==> config.mk <==
export PLATFORM = sky130hd
export DESIGN_NAME = halfbridge_monitor
export DESIGN_NICKNAME = d
export VERILOG_FILES = /design/src/rtl/halfbridge_monitor.sv
export SDC_FILE = /design/constraint.sdc
export NUM_CORES = 1
export LEC_CHECK = 0
export CAP_MARGIN = 20
export CORE_ASPECT_RATIO = 0.75
export CORE_MARGIN = 4
export CORE_UTILIZATION = 37
export DETAILED_ROUTE_END_ITERATION = 12
export PLACE_DENSITY = 0.68
export REMOVE_ABC_BUFFERS = 1
export SYNTH_ARGS = -nofsm -noshare
export SYNTH_HDL_FRONTEND = slang
export SYNTH_SLANG_ARGS = --single-unit
==> constraint.sdc <==
create_clock -name clk -period 5.9 [get_ports clk]
set_input_delay 1.18 -clock clk [delete_from_list [all_inputs] [get_ports clk]]
set_output_delay 1.18 -clock clk [all_outputs]
set_load 0.01 [all_outputs]
==> src/rtl/halfbridge_monitor.sv <==
// Purpose : decodes a half-bridge gate pair (s, nots) into on-time/period and dead-time gaps;
//           raises sticky dead-time, shoot-through and stall flags.
// Latency : an input edge is acted on 3 clk after it occurs (2-FF sync + 1-FF history);
//           measurements update on the registered cycle after the detected edge.
// Backpressure: none; this is a free-running observer, and meas_valid is a single-cycle pulse with no ready signal.
//
// Ports:
//   clk, rst_n          system clock, async active-low reset
//   s_in, nots_in       raw gate signals (asynchronous to clk)
//   clr                 one-cycle clear of sticky flags and dt_min; restarts measurement from IDLE
//   on_time, period     last completed period (rising to rising edge of s), in clk samples
//   meas_valid          pulses when on_time/period update
//   dt_lead, dt_trail   last s-fall->nots-rise and nots-fall->s-rise gaps
//   dt_min              smallest gap since reset/clr (all ones until a gap is measured)
//   dt_err              sticky: a gap shorter than MIN_DT
//   shoot_through       sticky: both gates sampled high together
//   stall               no s rising edge for TIMEOUT samples; clears on the next rising edge
module halfbridge_monitor #(
    parameter int CNT_W   = 16,
    parameter int MIN_DT  = 50,
    parameter int TIMEOUT = 60000
) (
    input  logic             clk,
    input  logic             rst_n,
    input  logic             s_in,
    input  logic             nots_in,
    input  logic             clr,
    output logic [CNT_W-1:0] on_time,
    output logic [CNT_W-1:0] period,
    output logic             meas_valid,
    output logic [CNT_W-1:0] dt_lead,
    output logic [CNT_W-1:0] dt_trail,
    output logic [CNT_W-1:0] dt_min,
    output logic             dt_err,
    output logic             shoot_through,
    output logic             stall
);

    localparam logic [CNT_W-1:0] CNT_MAX = '1;
    localparam logic [CNT_W-1:0] TO_VAL  = CNT_W'(TIMEOUT);
    localparam logic [CNT_W-1:0] MIN_VAL = CNT_W'(MIN_DT);

    typedef enum logic [1:0] {IDLE, HIGH, LOW} state_t;
    typedef enum logic [1:0] {GAP_NONE, GAP_LEAD, GAP_TRAIL} gap_t;

    function automatic logic [CNT_W-1:0] sat_inc(input logic [CNT_W-1:0] v);
        return (v == CNT_MAX) ? v : v + CNT_W'(1);
    endfunction

    // ------------------------------------------------------------------
    // Input synchronizers plus one history stage for edge detection
    // ------------------------------------------------------------------
    logic s_meta, ss, s_hist;
    logic n_meta, sn, n_hist;

    always_ff @(posedge clk or negedge rst_n) begin
        if (!rst_n) begin
            s_meta <= 1'b0;
            ss     <= 1'b0;
            s_hist <= 1'b0;
            n_meta <= 1'b0;
            sn     <= 1'b0;
            n_hist <= 1'b0;
        end else begin
            s_meta <= s_in;
            ss     <= s_meta;
            s_hist <= ss;
            n_meta <= nots_in;
            sn     <= n_meta;
            n_hist <= sn;
        end
    end

    logic s_rise, s_fall, n_rise, n_fall;
    assign s_rise = ss & ~s_hist;
    assign s_fall = ~ss & s_hist;
    assign n_rise = sn & ~n_hist;
    assign n_fall = ~sn & n_hist;

    // ------------------------------------------------------------------
    // Period / on-time FSM. per_cnt doubles as the idle-timeout counter
    // while in IDLE.
    // ------------------------------------------------------------------
    state_t           state, state_nxt;
    logic [CNT_W-1:0] per_cnt, per_nxt;
    logic [CNT_W-1:0] on_cnt, on_nxt;
    logic             meas_nxt;
    logic             stall_set, stall_clear;

    always_ff @(posedge clk or negedge rst_n) begin
        if (!rst_n) begin
            state   <= IDLE;
            per_cnt <= '0;
            on_cnt  <= '0;
        end else begin
            state   <= state_nxt;
            per_cnt <= per_nxt;
            on_cnt  <= on_nxt;
        end
    end

    always_comb begin
        state_nxt   = state;
        per_nxt     = per_cnt;
        on_nxt      = on_cnt;
        meas_nxt    = 1'b0;
        stall_set   = 1'b0;
        stall_clear = 1'b0;
        case (state)
            IDLE: begin
                if (s_rise) begin
                    // First edge only arms the measurement; no period yet.
                    state_nxt   = HIGH;
                    per_nxt     = CNT_W'(1);
                    on_nxt      = CNT_W'(1);
                    stall_clear = 1'b1;
                end else if (per_cnt == TO_VAL) begin
                    stall_set = 1'b1;
                    per_nxt   = '0;
                end else begin
                    per_nxt = sat_inc(per_cnt);
                end
            end
            HIGH: begin
                if (per_cnt == TO_VAL) begin
                    stall_set = 1'b1;
                    state_nxt = IDLE;
                    per_nxt   = '0;
                end else if (s_fall) begin
                    per_nxt   = sat_inc(per_cnt);
                    state_nxt = LOW;
                end else begin
                    per_nxt = sat_inc(per_cnt);
                    on_nxt  = sat_inc(on_cnt);
                end
            end
            LOW: begin
                if (per_cnt == TO_VAL) begin
                    stall_set = 1'b1;
                    state_nxt = IDLE;
                    per_nxt   = '0;
                end else if (s_rise) begin
                    meas_nxt  = 1'b1;
                    state_nxt = HIGH;
                    per_nxt   = CNT_W'(1);
                    on_nxt    = CNT_W'(1);
                end else begin
                    per_nxt = sat_inc(per_cnt);
                end
            end
            default: begin
                state_nxt = IDLE;
                per_nxt   = '0;
            end
        endcase
        // clr restarts from IDLE and overrides anything this cycle.
        if (clr) begin
            state_nxt   = IDLE;
            per_nxt     = '0;
            on_nxt      = '0;
            meas_nxt    = 1'b0;
            stall_set   = 1'b0;
            stall_clear = 1'b0;
        end
    end

    always_ff @(posedge clk or negedge rst_n) begin
        if (!rst_n) begin
            meas_valid <= 1'b0;
            period     <= '0;
            on_time    <= '0;
            stall      <= 1'b0;
        end else begin
            meas_valid <= meas_nxt;
            if (meas_nxt) begin
                period  <= per_cnt;
                on_time <= on_cnt;
            end
            if (clr)
                stall <= 1'b0;
            else if (stall_set)
                stall <= 1'b1;
            else if (stall_clear)
                stall <= 1'b0;
        end
    end

    // ------------------------------------------------------------------
    // Dead-time gap measurement. A gap opens on a falling edge and closes
    // on the opposite gate's rising edge; any rising edge that does not
    // close the open gap abandons it (e.g. s re-rising at 100% duty).
    // ------------------------------------------------------------------
    gap_t             gap_mode, gap_eff;
    logic [CNT_W-1:0] gap_cnt, gap_base, gap_acc;
    logic             lead_end, trail_end, gap_end;

    always_comb begin
        gap_eff = gap_mode;
        if (s_fall)
            gap_eff = GAP_LEAD;
        else if (n_fall)
            gap_eff = GAP_TRAIL;
        gap_base  = (s_fall | n_fall) ? '0 : gap_cnt;
        gap_acc   = (~ss & ~sn) ? sat_inc(gap_base) : gap_base;
        // Both-edges-in-one-sample closes with a zero-length gap.
        lead_end  = (gap_eff == GAP_LEAD) & n_rise;
        trail_end = (gap_eff == GAP_TRAIL) & s_rise;
        gap_end   = lead_end | trail_end;
    end

    always_ff @(posedge clk or negedge rst_n) begin
        if (!rst_n) begin
            gap_mode      <= GAP_NONE;
            gap_cnt       <= '0;
            dt_lead       <= '0;
            dt_trail      <= '0;
            dt_min        <= '1;
            dt_err        <= 1'b0;
            shoot_through <= 1'b0;
        end else if (clr) begin
            // A gap spanning a clear would mix old and new history; drop it.
            gap_mode      <= GAP_NONE;
            gap_cnt       <= '0;
            dt_min        <= '1;
            dt_err        <= 1'b0;
            shoot_through <= 1'b0;
        end else begin
            gap_mode <= (s_rise | n_rise) ? GAP_NONE : gap_eff;
            gap_cnt  <= gap_acc;
            if (lead_end)
                dt_lead <= gap_acc;
            if (trail_end)
                dt_trail <= gap_acc;
            if (gap_end && (gap_acc < dt_min))
                dt_min <= gap_acc;
            if (gap_end && (gap_acc < MIN_VAL))
                dt_err <= 1'b1;
            if (ss && sn)
                shoot_through <= 1'b1;
        end
    end

endmodule
-- Word level (Yosys, flattened, before mapping)
Index checks and enable logic that the tools add are counted.
- word-level logic and storage cells: 113
- output and inout bits: 84
- input bits: 5
- bits in registers: 142
- add/subtract/negate cells: 3
- multiplexer cells: 47
- reduce and logical (&&, ||, !) cells: 13
- $lt $le $gt $ge: 2
- equality and inequality tests: 13
- bitwise operators: 15
- operator list (kind ; count):
    2-to-1 mux 16 bit ; 18
    one-hot mux 16 bit (3 select lines) ; 2
    == test 16 bit (second input constant) ; 4
    adder 16 x 1 -> 16 bit (second input constant) ; 3
    2-to-1 mux 2 bit ; 9
    less-than comparator 16 bit ; 1
    less-than comparator 16 x 6 -> 1 bit (second input constant) ; 1
    2-to-1 mux 1 bit ; 16
    != test 3 bit (second input constant) ; 4
    bitwise AND 1 bit ; 7
    one-hot mux 2 bit (3 select lines) ; 1
    nonzero test 2 bit ; 3
    inverter 1 bit ; 5
    AND reduction 5 bit ; 1
    == test 2 x 1 -> 1 bit (second input constant) ; 2
    == test 2 bit (second input constant) ; 2
    != test 4 bit (second input constant) ; 1
    AND reduction 2 bit ; 2
    nonzero test 4 bit ; 1
    logical AND 1 bit ; 3
    OR 1 bit ; 3
    nonzero test 3 bit ; 1
    logical NOT 2 bit ; 1
    one-hot mux 1 bit (2 select lines) ; 1
    OR reduction 2 bit ; 1

-- Logic depth before layout (Yosys ltp)
Gate-level depths: netlist of run 1.
- depth in word-level cells: 11
- mapped depth: 23
- gate-level depth less buffers: 18

-- Worst setup path before layout of run 1
Ideal clock, no wire load.
- path type: register -> register
- start point: register s_hist
- end point: register dt_min[10]
- data required time: 5818 ps
- period minus slack after synthesis: 4293 ps
- setup time: 82 ps
- path buffers: 5
- cell stages (with the launch flop): 24
- arrival time: 4211 ps
- path slack: 1607 ps
- cells stage by stage: dfrtp_1 > clkbuf_1 > nand2b_1 > buf_4 > and3_1 > ha_1 > and4_1 > nand4_1 > a21oi_1 > and2_1 > xnor2_1 > nand2b_1 > inv_1 > ha_1 > nand2_1 > nor3_1 > o21ai_0 > nor3_1 > or3b_1 > buf_2 > and2_4 > buf_6 > buf_6 > a211o_1
- longest elaborated chain between the ends: 9
- elaborated cells on any way between the ends: 20
- those cells by class: 1 x add/sub; 1 x order compare; 3 x eq/ne; 6 x mux; 7 x bitwise; 2 x reduce/logical
- RTL lines (what ; line ; text):
    from (decl) ; 53 ; logic s_meta, ss, s_hist;
    from (signal assigned) ; 67 ; s_hist <= ss;
    bitwise AND 1 bit * ; 76 ; assign s_fall = ~ss & s_hist;
    OR 1 bit * ; 203 ; gap_base = (s_fall | n_fall) ? '0 : gap_cnt;
    2-to-1 mux 16 bit * ; 203 ;
    adder 16 x 1 -> 16 bit or == test 16 bit (tied branches) ; 47 ; return (v == CNT_MAX) ? v : v + CNT_W'(1);
    2-to-1 mux 16 bit ; 47 ;
    2-to-1 mux 16 bit * ; 204 ; gap_acc = (~ss & ~sn) ? sat_inc(gap_base) : gap_base;
    via gap_acc[12] ; 194 ; logic [CNT_W-1:0] gap_cnt, gap_base, gap_acc;
    less-than comparator 16 bit * ; 234 ; if (gap_end && (gap_acc < dt_min))
    logical AND 1 bit * ; 234 ;
    nonzero test 2 bit (no source line) * ; - ;
    to (signal assigned) ; 235 ; dt_min <= gap_acc;
    to (decl) ; 33 ; output logic [CNT_W-1:0] dt_min,
The timed path passes the listed nets; every way through them passes the cells marked *. The select of a mux whose other input is x is not followed.
A chain may end at the register's enable or synchronous reset.

-- Final worst setup path of run 1
- start point: register ss
- end point: register dt_min[4]
- longest elaborated chain between the ends: 10
- elaborated cells on any way between the ends: 21
- those cells by class: 1 x add/sub; 1 x order compare; 3 x eq/ne; 6 x mux; 8 x bitwise; 2 x reduce/logical
- RTL lines (what ; line ; text):
    from (decl) ; 53 ;
    from (signal assigned) ; 66 ; ss <= s_meta;
    inverter 1 bit * ; 76, 204 ;
    bitwise AND 1 bit ; 76 ;
    OR 1 bit ; 203 ;
    2-to-1 mux 16 bit ; 203 ;
    adder 16 x 1 -> 16 bit or == test 16 bit (tied branches) ; 47 ;
    2-to-1 mux 16 bit ; 47 ;
    2-to-1 mux 16 bit * ; 204 ;
    via gap_acc[12] ; 194 ;
    less-than comparator 16 bit * ; 234 ;
    logical AND 1 bit * ; 234 ;
    nonzero test 2 bit (no source line) * ; - ;
Marked as above.

==> results.py, run 1 <==
metrics = {
    "logic_synthesis": {
        "syn_inst": 761,
        "synth.most_common_cell": "nand2_1",
        "synthFlopType": "dfrtp_1",
        "yosys.area.top_type": "dfrtp_1",
        "synth_top_family_by_area": "simple AND/OR/NAND/NOR gates",
        "ys_seq_area_share_pct": 51.38,
        "ys_seq_elements": 142,
        "synthAdderAreaFrac_pct": 4.281,
        "synth_cell_types": 64,
        "muxShareOfSynthArea_pct": 1.007,
        "synthTopCellsByArea": "dfrtp_1 45%, nand2_1 8.4%, dfstp_2 6.0%",
        "yosys.area_share.xor_xnor_pct": 2.770,
        "syn-cell-area_um2": 6955,
        "yosys.area_share.simple_pct": 23.22,
        "synthTopCellsByCount": "155 x nand2_1, 126 x dfrtp_1, 63 x nor2_1, 53 x o21ai_0, 45 x inv_1",
        "synth_compound_area_share_pct": 12.57,
        "yosysTopAreaCellShare_pct": 45.33,
        "synth-edff-count": 0,
        "yosys_warnings": 0,
        "async_flop_share_pct": 100.0,
        "syn_area_per_cell_um2": 9.140,
    },
    "grt": {
        "grt_pass1_vias": 5475,
        "antenna_found_initial": 0,
        "grt_pass1_wl_um": 28600,
        "gr-total-overflow": 0,
        "grt.total_usage_pct": 16.65,
        "grt_max_degree": 94,
    },
    "clocking": {
        "clock_path_buffers": 2,
        "insertion_delay_ns": 0.42,
        "cts_sinks": 142,
        "cts_tree": "done",
        "ctsHtreeMaxLevel": 4,
        "cts_setup_buffers": 0,
        "clock-root-buffer": "clkbuf_16",
        "cts_resized": 0,
        "cts_buffers": 17,
        "clk_pin_slew_worst_paths_ns": 0.06,
        "cts_hold_buf": 0,
    },
    "route": {
        "postRouteAntennaNets": 0,
        "vias": 5613,
        "drtPass1Iterations": 5,
        "drc": 0,
        "drt_iter0_drc": 528,
        "avgRoutedWirePerCell_um": 15.39,
        "wl_um": 17010,
        "via_per_inst": 5.080,
    },
    "timing": {
        "setup_tns_ns": 0,
        "rsz0062_at_grt": "no",
        "clock_skew_ns": 0.01116,
        "hold_viol": 0,
        "relSlewSlack_pct": 36.16,
        "tightestPinTransition_ns": 0.9512,
        "setup_viol": 0,
        "maxSlewViolCount": 0,
        "post-route-period-util_pct": 86.90,
        "fin_crit_ns": 5.127,
        "max_freq_mhz": 195.0,
        "setup_slack_ns": 0.7726,
    },
    "layout": {
        "drive_above_1_share_pct": 7.809,
        "area_growth_pct": 25.44,
        "final_cells": 1105,
        "seqCellArea_um2": 3573,
        "n_antenna_cell": 0,
        "fill_cells": 1697,
        "multi_input_area_um2": 3050,
        "nNetsFinal": 873,
    },
    "worst_hold_path": {
        "hold_path_end": "ss",
        "hold_depth": 0,
        "hold_class": "reg2reg",
        "min-delay-start": "s_meta",
    },
    "critical_path": {
        "crit_type": "reg2reg",
        "cp-start-kind": "flip-flop",
        "critPathMaxFanout": 15,
        "cp_data_arrival_time_ns": 5.47,
        "rrSetupSlack_ns": 0.77,
        "reg2reg_to": "dt_min[4]",
        "critical_path.endpoint_type": "flip-flop",
        "critPathRequiredTime_ns": 6.24,
        "rr_startpoint": "ss",
        "r2r_cells": 18,
    },
    "power": {
        "vdd_drop_max_v": 0.0001612,
        "fin_total_pwr_mw": 2.516,
        "p_leak_nw": 4.092,
        "power_density_nw_per_um2": 288.4,
    },
    "die": {
        "start_util_pct": 37.69,
        "die_w_um": 166.3,
        "placementRows": 43,
        "dieHeight_um": 126.7,
        "io_pins": 89,
        "core-area_um2": 18450,
        "die-area_um2": 21080,
    },
    "place": {
        "hpwl_um": 11820,
        "dp.cells": 1073,
        "place.gp.congestion": 0.9408,
        "port_buffers": 88,
        "dpl_worst_slack_ns": 0.8547,
    },
    "status": {
        "status": "complete, no violations",
    },
    "flow_run": {
        "drv_cap": 0,
    },
}
## placed cells by master (no fill, tap or decap), types with 5 or more instances in the layout
| master | count |
|---|---|
| nand2_1 | 155 |
| dfrtp_1 | 126 |
| clkdlybuf4s50_1 | 86 |
| nor2_1 | 63 |
| o21ai_0 | 53 |
| inv_1 | 45 |
| a21oi_1 | 41 |
| ha_1 | 23 |
| nor3_1 | 17 |
| clkbuf_16 | 17 |
| nand3_1 | 16 |
| dfstp_2 | 16 |
| and3_1 | 15 |
| xor2_1 | 13 |
| a211o_1 | 13 |
| nand4_1 | 11 |
| buf_4 | 11 |
| or3_1 | 10 |
| xnor2_1 | 9 |
| nor4_1 | 8 |
| mux2i_1 | 7 |
| nand2b_1 | 7 |
| and2_1 | 6 |
| o211ai_1 | 5 |
| and4_1 | 5 |
| a31oi_1 | 5 |
| bufinv_16 | 5 |
## final cells by class
| cell class | count | share of cell area, % |
|---|---|---|
| sequential | 142 | 40.96 |
| clock buffer | 22 | 5.435 |
| timing repair buffer | 99 | 11.00 |
| tap | 247 | 3.542 |
| inverter | 46 | 1.979 |
| multi-input combinational | 539 | 34.96 |
| clock inverter | 10 | 2.122 |
## layer usage
metal	track usage (%)	share of wire, %
met1	25.05	52
met4	3.848	0.61
met2	23.15	40
met5	0	0
met3	5.607	7.0
## worst max path at each step
stage / startpoint / to
after floorplan: ss / dt_min[2]
after global placement: ss / dt_min[10]
after detailed placement: ss / dt_min[7]
after CTS: ss / dt_min[4]
after global routing: ss / dt_min[3]
final: ss / dt_min[4]
## stage by stage
stage / utilization (%) / hold WS (ns) / cell area (µm²)
after floorplan: - / 0.3312 / 6797
final: 47.28 / 0.3479 / 8725
after global routing: 47.28 / 0.3544 / 8725
after CTS: 47.28 / 0.3484 / 8725
after global placement: 43.66 / 0.3379 / 8058
after detailed placement: 43.70 / 0.3355 / 8065
## state kept, by name, indices dropped and copies added (netlist names), 2 cells and up
register  count
on_cnt       16
period       16
dt_min       16
on_time      16
gap_cnt      16
gap_mode      2
per_cnt      16
state         2
dt_trail     16
dt_lead      16
## kinds of logic (layout without fill, tap and decap cells)
family | after synthesis | count (layout)
simple gates | 341 | 341
flops | 142 | 142
compound gates | 145 | 145
buf+inv | 80 | 177
fa+ha+maj | 24 | 24
xor+xnor | 22 | 22
mux | 7 | 7
## where the power goes
part           total [mW]  switching (mW)  internal (mW)
combinational       0.265           0.145          0.120
clock                1.19           0.404          0.783
sequential           1.06          0.0354           1.03
## critical path: stages, from the launching register on
cell      delay, ns
dfrtp_1        0.49
nand2b_1       0.35
and3_1         0.24
ha_1           0.28
and4_1         0.29
nand4_1        0.16
a21oi_1        0.33
and2_1         0.20
xnor2_1        0.11
nand2b_1       0.19
inv_1          0.08
ha_1           0.29
nand2_1        0.05
nor3_1         0.34
o21ai_0        0.15
nor3_1         0.26
or3b_1         0.60
and2_4         0.30
a211o_1        0.31
No activity file was read; power rests on OpenSTA's default activity.
==> run 2: changes to the inputs <==
- GPL_ROUTABILITY_DRIVEN: not set -> 1
- PLACE_DENSITY: 0.68 -> 0.58
- RECOVER_POWER: not set -> 50
==> results.py, run 2 (same netlist as run 1, synthesis figures left out) <==
metrics = {
    "critical_path": {
        "rr_startpoint": "ss",
        "crit_type": "reg2reg",
        "startpoint": "ss",
        "cp-start-kind": "flip-flop",
        "critical_path.endpoint_type": "flip-flop",
        "rrSetupSlack_ns": 0.79,
        "cp_data_arrival_time_ns": 5.45,
        "critPathRequiredTime_ns": 6.24,
        "critPathMaxFanout": 15,
    },
    "timing": {
        "rsz0062_at_grt": "no",
        "setup_tns_ns": 0,
        "setup_viol": 0,
        "hold_viol": 0,
        "maxSlewViolCount": 145,
        "fin_crit_ns": 5.109,
        "tightestPinTransition_ns": 2.419,
        "clock_skew_ns": 0.01088,
        "relSlewSlack_pct": -61.25,
        "max_freq_mhz": 195.7,
        "post-route-period-util_pct": 86.60,
    },
    "layout": {
        "final_common_cell": "nand2_1",
        "area_growth_pct": 23.69,
        "fill_cells": 1786,
        "fin_area_um2": 8603,
        "n_antenna_cell": 0,
        "mostFrequentLayoutCells": "155 x nand2_1, 126 x dfrtp_1, 63 x nor2_1",
        "drive_above_1_share_pct": 6.752,
        "nNetsFinal": 874,
    },
    "clocking": {
        "cts_sinks": 142,
        "insertion_delay_ns": 0.42,
        "cts_setup_buffers": 0,
        "clock_path_buffers": 2,
        "cts_tree": "done",
        "clock-root-buffer": "clkbuf_16",
        "ctsHtreeMaxLevel": 4,
        "clk_pin_slew_worst_paths_ns": 0.06,
        "cts_hold_buf": 0,
        "cts_buffers": 17,
        "cts_resized": 0,
    },
    "grt": {
        "grt_pass1_wl_um": 28320,
        "gr-total-overflow": 0,
        "antenna_found_initial": 2,
        "grt.total_usage_pct": 16.64,
        "grt_max_degree": 99,
        "grt_pass1_vias": 5215,
    },
    "die": {
        "die-area_um2": 21080,
        "io_pins": 89,
        "dieHeight_um": 126.7,
        "placementRows": 43,
        "start_util_pct": 37.69,
        "core-area_um2": 18450,
        "die_w_um": 166.3,
    },
    "power": {
        "p_int_mw": 1.760,
        "p_sw_uw": 565.1,
        "vdd_drop_max_v": 0.0001095,
        "power_density_nw_per_um2": 270.3,
        "seq_power_share_pct": 45.7,
        "p_leak_nw": 4.110,
        "power.combinational.fraction_pct": 11.1,
        "pwr-share-clk_pct": 43.2,
        "switching_share_pct": 24.30,
    },
    "route": {
        "avgRoutedWirePerCell_um": 15.44,
        "wl_um": 17080,
        "postRouteAntennaNets": 0,
        "drt_iter0_drc": 404,
        "via_per_inst": 5.049,
        "vias": 5584,
        "drc": 0,
        "drtPass1Iterations": 4,
    },
    "place": {
        "hpwl_um": 11780,
        "port_buffers": 88,
        "dpl_cell_area_um2": 8073,
        "place.gp.congestion": 0.9114,
    },
    "status": {
        "status": "finished, violations left",
        "violations": "capacitance limit, slew limit",
    },
    "flow_run": {
        "drv_cap": 2,
    },
    "worst_hold_path": {
        "hold_class": "reg2reg",
        "min-delay-start": "s_meta",
    },
}
==> run 2: cell count changes in the layout (fill, tap and decap cells not counted), sizes merged <==
cell / delta
clkinvlp: -4
buf: -5
clkbuf: +15
bufinv: -5
clkdlybuf4s50: -24
dlygate4sd3: +24
==> run 2: critical path, stage by stage (launching register included) <==
cell and delay, ns:
dfrtp_1 0.49, nand2b_1 0.34, and3_1 0.25, ha_1 0.28
and4_1 0.27, nand4_1 0.15, a21oi_1 0.31, and2_1 0.19
xnor2_1 0.11, nand2b_1 0.19, inv_1 0.09, ha_1 0.29
nand2_1 0.05, nor3_1 0.33, o21ai_0 0.16, nor3_1 0.27
or3b_1 0.62, and2_4 0.32, a211o_1 0.31
==> run 2: final cells by class <==
class / instances / area [µm²] / area share [%]
clock buffers: 31 / 548.0 / 6.370
clock inverters: 1 / 5.005 / 0.05817
inverters: 46 / 172.7 / 2.007
multi-input cells: 539 / 3050 / 35.46
flip-flops and latches: 142 / 3573 / 41.54
well taps: 247 / 309.0 / 3.592
repair buffers: 100 / 944.7 / 10.98
==> run 2: worst paths after layout <==
check / cells past startpoint / to
max: 18 / dt_min[12]
min: 0 / ss
max reg2reg: 18 / dt_min[12]
min reg2reg: 0 / ss
max in group asynchronous: 2 / per_cnt[0]
min in group asynchronous: 1 / on_time[6]
==> run 2: power by group through the flow <==
stage,logic [mW],registers [mW],clock network [mW]
floorplan,0.102,1.09,0
global placement,0.268,1.08,0
detailed placement,0.267,1.08,0
CTS,0.268,1.06,1.03
global route,0.290,1.07,1.08
finish,0.258,1.06,1.00
==> run 2: metal layers <==
metal,GRT usage [%],vias to the layer above,routed length [µm],share of wire (%)
met1,26.53,2660,9358,55
li1,-,2786,-,-
met5,0,-,26,0.15
met3,4.455,17,772,4.5
met2,21.81,117,6767,40
met4,4.666,4,157,0.92
==> run 2: metrics by stage <==
step / hold WS [ns] / setup slack [ns] / power, mW / utilization, % / std cells
floorplan: 0.3312 / 1.382 / 1.194 / - / 727
global placement: 0.3374 / 1.125 / 1.348 / 43.75 / 1074
detailed placement: 0.3379 / 0.8396 / 1.347 / 43.75 / 1074
CTS: 0.3502 / 0.8015 / 2.364 / 46.74 / 1106
global route: 0.3638 / 0.2339 / 2.436 / 46.62 / 1106
finish: 0.3485 / 0.7907 / 2.326 / 46.62 / 1106
